## src/rtl/w_writeback.sv

```systemverilog
// Writeback stage: 32x32 register file with write-first bypassed reads, registered
// commit echo, last-retired PC and free-running cycle / retired-instruction counters.
module w_writeback #(
   parameter int unsigned CNT_W    = 64,
   parameter logic [31:0] RESET_PC = 32'h0000_0000
) (
   input  logic             clock,
   input  logic             reset,
   input  logic [31:0]      cw_pc,
   input  logic [4:0]       cw_write_sel,
   input  logic [31:0]      cw_result,
   input  logic             cw_is_wb,
   input  logic             cw_valid,
   input  logic [4:0]       rs1_sel,
   input  logic [4:0]       rs2_sel,
   output logic [31:0]      rs1_data,
   output logic [31:0]      rs2_data,
   output logic             wr_en,
   output logic [4:0]       wr_sel,
   output logic [31:0]      wr_data,
   output logic [31:0]      w_last_pc,
   output logic [CNT_W-1:0] cycle_cnt,
   output logic [CNT_W-1:0] instret_cnt
);

   localparam int unsigned XLEN   = 32;
   localparam int unsigned REG_AW = 5;
   localparam int unsigned NREGS  = 32;

   logic [XLEN-1:0]   regs_q [NREGS];
   logic              we_c;

   logic              wr_en_q,   wr_en_d;
   logic [REG_AW-1:0] wr_sel_q,  wr_sel_d;
   logic [XLEN-1:0]   wr_data_q, wr_data_d;
   logic [XLEN-1:0]   last_pc_q, last_pc_d;
   logic [CNT_W-1:0]  cycle_q,   cycle_d;
   logic [CNT_W-1:0]  instret_q, instret_d;

   // A commit needs a real instruction that writes a non-zero destination.
   assign we_c = cw_valid & cw_is_wb & (cw_write_sel != REG_AW'(0));

   function automatic logic [XLEN-1:0] read_port(input logic [REG_AW-1:0] sel);
      logic [XLEN-1:0] data;
      data = regs_q[sel];
      if (sel == REG_AW'(0)) begin
         data = XLEN'(0);
      end else if (we_c && (sel == cw_write_sel)) begin
         data = cw_result;
      end
      return data;
   endfunction

   always_comb begin
      rs1_data = XLEN'(0);
      rs2_data = XLEN'(0);
      rs1_data = read_port(rs1_sel);
      rs2_data = read_port(rs2_sel);
   end

   // Entry 0 is never written, so it stays at its reset value of zero.
   always_ff @(posedge clock or posedge reset) begin
      if (reset) begin
         for (int i = 0; i < int'(NREGS); i++) begin
            regs_q[i] <= XLEN'(0);
         end
      end else if (we_c) begin
         regs_q[cw_write_sel] <= cw_result;
      end
   end

   always_comb begin
      wr_en_d   = we_c;
      wr_sel_d  = cw_write_sel;
      wr_data_d = cw_result;
      last_pc_d = last_pc_q;
      instret_d = instret_q;
      cycle_d   = cycle_q + CNT_W'(1);
      if (cw_valid) begin
         last_pc_d = cw_pc;
         instret_d = instret_q + CNT_W'(1);
      end
   end

   always_ff @(posedge clock or posedge reset) begin
      if (reset) begin
         wr_en_q   <= 1'b0;
         wr_sel_q  <= REG_AW'(0);
         wr_data_q <= XLEN'(0);
         last_pc_q <= RESET_PC;
         cycle_q   <= CNT_W'(0);
         instret_q <= CNT_W'(0);
      end else begin
         wr_en_q   <= wr_en_d;
         wr_sel_q  <= wr_sel_d;
         wr_data_q <= wr_data_d;
         last_pc_q <= last_pc_d;
         cycle_q   <= cycle_d;
         instret_q <= instret_d;
      end
   end

   assign wr_en       = wr_en_q;
   assign wr_sel      = wr_sel_q;
   assign wr_data     = wr_data_q;
   assign w_last_pc   = last_pc_q;
   assign cycle_cnt   = cycle_q;
   assign instret_cnt = instret_q;

endmodule

```

## config.mk

```make
export PLATFORM = sky130hd
export DESIGN_NAME = w_writeback
export DESIGN_NICKNAME = d
export VERILOG_FILES = /design/src/rtl/w_writeback.sv
export SDC_FILE = /design/constraint.sdc
export NUM_CORES = 2
export LEC_CHECK = 0
export CORE_UTILIZATION = 30
export CTS_BUF_LIST = sky130_fd_sc_hd__clkbuf_16
export DETAILED_ROUTE_END_ITERATION = 10
export GPL_ROUTABILITY_DRIVEN = 0
export GPL_TIMING_DRIVEN = 0
export MAX_ROUTING_LAYER = met4
export SETUP_SLACK_MARGIN = 0.3
export SYNTH_ARGS = -nofsm -noshare
export SYNTH_HDL_FRONTEND = slang
export SYNTH_SLANG_ARGS = --single-unit
```

## constraint.sdc

```tcl
create_clock -name clock -period 66.9 [get_ports clock]
set_input_delay 13.38 -clock clock [delete_from_list [all_inputs] [get_ports clock]]
set_output_delay 13.38 -clock clock [all_outputs]
set_load 0.05 [all_outputs]
```

==> report_table.html <==
<table>
<tr><th>Metric</th><th>Value</th></tr>
<tr><th colspan="2">Clock tree</th></tr>
<tr><td>Clock latency at the later pin of the worst-skew pair</td><td>0.79 ns</td></tr>
<tr><td>Clock tree buffer depth</td><td>3</td></tr>
<tr><td>Hold buffers post-CTS</td><td>0</td></tr>
<tr><td>Number of buffers created by CTS</td><td>147</td></tr>
<tr><td>Number of post-CTS setup repair buffers</td><td>0</td></tr>
<tr><td>Root buf cell</td><td>clkbuf_16</td></tr>
<tr><td>Sink count of the clock tree</td><td>1222</td></tr>
<tr><td>Count of H-tree levels built during CTS</td><td>4</td></tr>
<tr><td>Clock tree from TritonCTS</td><td>done</td></tr>
<tr><td>Post-CTS sizing</td><td>0</td></tr>
<tr><td>Clock-pin slew reported for the worst setup and hold paths after clock tree synthesis</td><td>0.06 ns</td></tr>
<tr><th colspan="2">Status</th></tr>
<tr><td>Run status</td><td>complete, but fails checks</td></tr>
<tr><td>Violations in the final reports</td><td>max-capacitance violations, max-slew violations</td></tr>
<tr><th colspan="2">Logic synthesis</th></tr>
<tr><td>Cell type with the highest aggregate area in the netlist</td><td>dfrtp_1</td></tr>
<tr><td>Share of synthesized registers carrying an async set or reset</td><td>1.00</td></tr>
<tr><td>Total nets after synthesis</td><td>4630</td></tr>
<tr><td>Sequential fraction of the synthesis area</td><td>0.483</td></tr>
<tr><td>Simple-gate portion of the synthesized area</td><td>0.0414</td></tr>
<tr><td>Xor/xnor share of the synthesized area</td><td>0.0187</td></tr>
<tr><td>Fraction of the mapped netlist area in compound gates</td><td>0.0604</td></tr>
<tr><td>Flop and latch count out of synthesis</td><td>1222</td></tr>
<tr><td>Count of distinct cell types in the synthesized netlist</td><td>64</td></tr>
<tr><td>Warnings from Yosys</td><td>0</td></tr>
<tr><td>Gate Count Post-Synth</td><td>4545</td></tr>
<tr><td>Cell area after synthesis</td><td>63300 sq um</td></tr>
<tr><td>Post-synthesis adder-cell area fraction</td><td>0.000395</td></tr>
<tr><td>Cell types with the largest area share after synthesis</td><td>dfrtp_1 (48%), mux2_2 (18%), mux4_2 (12%)</td></tr>
<tr><td>Synthesized area per cell</td><td>13.9 sq um</td></tr>
<tr><td>Combinational family with the most area after synthesis</td><td>multiplexers</td></tr>
<tr><td>Count of flip-flops with a built-in enable after synthesis</td><td>0</td></tr>
<tr><td>Area share of the largest cell type after synthesis</td><td>0.483</td></tr>
<tr><td>Prevailing post-synth register cell</td><td>dfrtp_1</td></tr>
<tr><td>Multiplexer share of the synthesized area</td><td>0.361</td></tr>
<tr><th colspan="2">Min path</th></tr>
<tr><td>Worst Hold Class</td><td>reg2reg</td></tr>
<tr><td>Min-delay src</td><td>regs_q[1009]$_DFFE_PP0P_</td></tr>
<tr><td>Hold-critical path depth</td><td>1</td></tr>
<tr><td>Worst Hold End</td><td>regs_q[1009]$_DFFE_PP0P_</td></tr>
<tr><th colspan="2">Setup path</th></tr>
<tr><td>Reg-to-Reg End</td><td>cycle_cnt[46]$_DFF_PP0_</td></tr>
<tr><td>Number of cell instances on the worst register-to-register path</td><td>6</td></tr>
<tr><td>Arrival time at the worst endpoint</td><td>19.85 ns</td></tr>
<tr><td>Startpoint of the worst register-to-register path</td><td>cycle_cnt[0]$_DFF_PP0_</td></tr>
<tr><td>Crit path capture type</td><td>output pin</td></tr>
<tr><td>Critical-path maximum fanout</td><td>10</td></tr>
<tr><td>Cells along the critical path</td><td>clkdlybuf4s50_1 &gt; clkbuf_1 &gt; buf_1 &gt; clkbuf_1 &gt; a211oi_1 &gt; a211oi_1 &gt; a211o_1 &gt; clkdlybuf4s50_1</td></tr>
<tr><td>Register-to-register setup slack</td><td>64.65 ns</td></tr>
<tr><td>Sort of element at the start of the critical path</td><td>input port</td></tr>
<tr><td>Crit Path Class</td><td>in2out</td></tr>
<tr><td>Data required time of the worst path</td><td>53.52 ns</td></tr>
<tr><td>Number of buffer and inverter stages on the critical path</td><td>5</td></tr>
<tr><td>CP delay by family, top</td><td>buffers and inverters</td></tr>
<tr><td>Slowest stage cell on the critical path</td><td>clkbuf_1</td></tr>
<tr><td>Max incr delay on CP</td><td>1.26 ns</td></tr>
<tr><th colspan="2">Cells and area</th></tr>
<tr><td>Share of final-layout standard cells stronger than drive strength 1</td><td>0.349</td></tr>
<tr><td>Area delta synth-&gt;final</td><td>19.2%</td></tr>
<tr><td>Post-layout nets</td><td>5142</td></tr>
<tr><td>Final core utilization</td><td>0.360</td></tr>
<tr><th colspan="2">Global routing</th></tr>
<tr><td>Maximum number of pins on one net before global-route repair</td><td>126</td></tr>
<tr><td>First-pass GRT wire length</td><td>407 mm</td></tr>
<tr><td>Vias in the first global route</td><td>47400</td></tr>
<tr><td>GRT overflow</td><td>0</td></tr>
<tr><td>Global routing usage summed across all routing layers</td><td>0.289</td></tr>
<tr><td>Number of antenna violations at the first check in global routing</td><td>27</td></tr>
<tr><th colspan="2">Placed design</th></tr>
<tr><td>Half-perimeter wire length after placement</td><td>201 mm</td></tr>
<tr><td>Count of input and output buffers</td><td>340</td></tr>
<tr><td>Pre-CTS setup slack</td><td>34.33 ns</td></tr>
<tr><th colspan="2">Detailed routing</th></tr>
<tr><td>Number of violations reported at the end of detailed-routing iteration 0</td><td>7894</td></tr>
<tr><td>Detail Route Antenna Nets</td><td>0</td></tr>
<tr><td>1st-pass router iterations</td><td>10</td></tr>
<tr><td>Vias after detailed routing</td><td>49300</td></tr>
<tr><td>DR WL/cell</td><td>37.9 microns</td></tr>
<tr><td>Routed vias/inst</td><td>6.16</td></tr>
<tr><td>Final routed wirelength across all metal layers</td><td>303 mm</td></tr>
<tr><td>DRC viols</td><td>0</td></tr>
<tr><th colspan="2">Floorplanning</th></tr>
<tr><td>Width of the chip</td><td>461 microns</td></tr>
<tr><td>Row count</td><td>168</td></tr>
<tr><td>Effective utilization at floorplan</td><td>0.302</td></tr>
<tr><td>Placeable Area</td><td>210000 sq um</td></tr>
<tr><td>Count of pins on the block boundary</td><td>345</td></tr>
<tr><td>Height of the die</td><td>461 microns</td></tr>
<tr><td>Total die area</td><td>213000 sq um</td></tr>
<tr><th colspan="2">STA</th></tr>
<tr><td>Transition time at the pin with the least slew margin</td><td>1.72 ns</td></tr>
<tr><td>Unrepaired setup endpoints after global routing</td><td>no</td></tr>
<tr><td>Peak clock frequency supported by timing</td><td>0.0301 GHz</td></tr>
<tr><td>Setup TNS after final layout</td><td>0 ns</td></tr>
<tr><td>Remaining max-slew budget at the tightest pin</td><td>-0.147</td></tr>
<tr><td>Final count of pins violating max slew</td><td>156</td></tr>
<tr><td>Number of failing hold endpoints at the final stage</td><td>0</td></tr>
<tr><td>Final setup vio count</td><td>0</td></tr>
<tr><td>Final Skew</td><td>0.0103 ns</td></tr>
<tr><td>Ratio of final minimum period to clock period</td><td>0.497</td></tr>
<tr><td>Worst setup slack after layout</td><td>33.67 ns</td></tr>
<tr><td>Final Critical Period</td><td>33.23 ns</td></tr>
<tr><th colspan="2">Run</th></tr>
<tr><td>Max_cap viols</td><td>17</td></tr>
<tr><th colspan="2">Pwr</th></tr>
<tr><td>Total leakage power</td><td>33.4 nW</td></tr>
<tr><td>PD cells</td><td>27.7 nW/um^2</td></tr>
<tr><td>Max IR drop VDD</td><td>0.0269 mV</td></tr>
</table>
## placed cells by master, fill, tap and decap left out, types with 19 or more instances in the layout
cell type,instances
a211o_1,30
nand4_1,42
xor2_1,62
buf_4,56
a221o_1,19
a21oi_1,77
dfrtp_1,1222
nor2_1,86
mux2_1,38
inv_1,62
a221oi_1,90
a211oi_1,46
nor2b_1,35
clkinv_1,32
xnor2_1,73
nor3_1,38
clkdlybuf4s50_1,340
o21ai_0,33
nand2_1,83
diode_2,20
clkbuf_16,153
mux2_2,987
clkbuf_2,19
buf_1,55
mux2i_1,351
mux4_2,346
nand3_1,63
clkbuf_1,194
buf_2,120
a22oi_1,143
## synth_stat cells (63+ instances only)
master / instances
dfrtp_1: 1222
mux2_2: 987
mux2i_1: 351
mux4_2: 346
clkbuf_1: 212
a22oi_1: 143
buf_2: 113
nor2_1: 92
a221oi_1: 90
nand2_1: 83
a21oi_1: 77
xnor2_1: 73
nand3_1: 63
## where the power goes
part           internal (mW)  total, mW  leakage [nW]  switching, mW
clock                  0.448      0.796          2.39          0.348
sequential             0.825      0.891          16.2         0.0667
combinational          0.174      0.399          14.8          0.225
## worst max path at each step
stage / from / cells past startpoint / endpoint
finish: rs1_sel[4] / 8 / rs1_data[21]
global route: rs1_sel[4] / 8 / rs1_data[21]
CTS: rs1_sel[4] / 8 / rs1_data[21]
detailed placement: rs1_sel[4] / 8 / rs1_data[21]
global placement: reset / 2 / wr_data[4]$_DFF_PP0_
floorplan: reset / 1 / cycle_cnt[0]$_DFF_PP0_
## sequential cells by signal, indices dropped and copies added, names as in the netlist
signal	count
cycle_cnt	64
regs_q	1024
instret_cnt	64
wr_en	1
w_last_pc	32
wr_sel	5
wr_data	32
## through the flow
stage	hold slack (ns)	cells	instance area, sq um	power, mW
2_1_floorplan	0.428	4545	63300	1.14
5_1_grt	0.492	7988	75400	2.14
3_3_place_gp	0.451	7690	70200	1.28
6_report	0.465	7995	75500	2.09
3_5_place_dp	0.451	7711	70700	1.29
4_1_cts	0.464	7973	75300	2.08
## kinds of logic after synthesis
| logic type | after synthesis |
|---|---|
| multiplexers | 1722 |
| AO/OA/AOI/OAI | 513 |
| XOR/XNOR | 135 |
| adder cells (fa/ha/maj) | 2 |
| flip-flops | 1222 |
| AND/OR/NAND/NOR | 470 |
| buffers and inverters | 481 |
## routing by layer
metal | part of all wire | up-vias | track usage
met5 | 0 | - | -
met4 | 0.084 | 0 | 0.200
met3 | 0.15 | 1170 | 0.136
met2 | 0.40 | 4125 | 0.384
met1 | 0.36 | 25600 | 0.341
li1 | - | 18400 | -
## worst register-to-register path: cells and delay by family (launching register included)
| family | cells | cell delay [ns] |
|---|---|---|
| buffers and inverters | 1 | 0.10 |
| XOR/XNOR | 1 | 0.17 |
| AND/OR/NAND/NOR | 3 | 1.17 |
| flip-flops | 1 | 0.43 |
| adder cells (fa/ha/maj) | 1 | 0.29 |
## area by class of cell
| cell class | instances | area [sq um] |
|---|---|---|
| diodes | 20 | 50.0 |
| plain buffers | 453 | 2150 |
| clock buffers | 153 | 3830 |
| clock inverters | 109 | 791 |
| fillers | 20100 | 134000 |
| inverters | 28 | 113 |
| multi-input cells | 2842 | 30500 |
| flip-flops and latches | 1222 | 30600 |
| well taps | 2805 | 3510 |
| repair buffers | 363 | 3890 |
(Power assumes the default switching activity.)
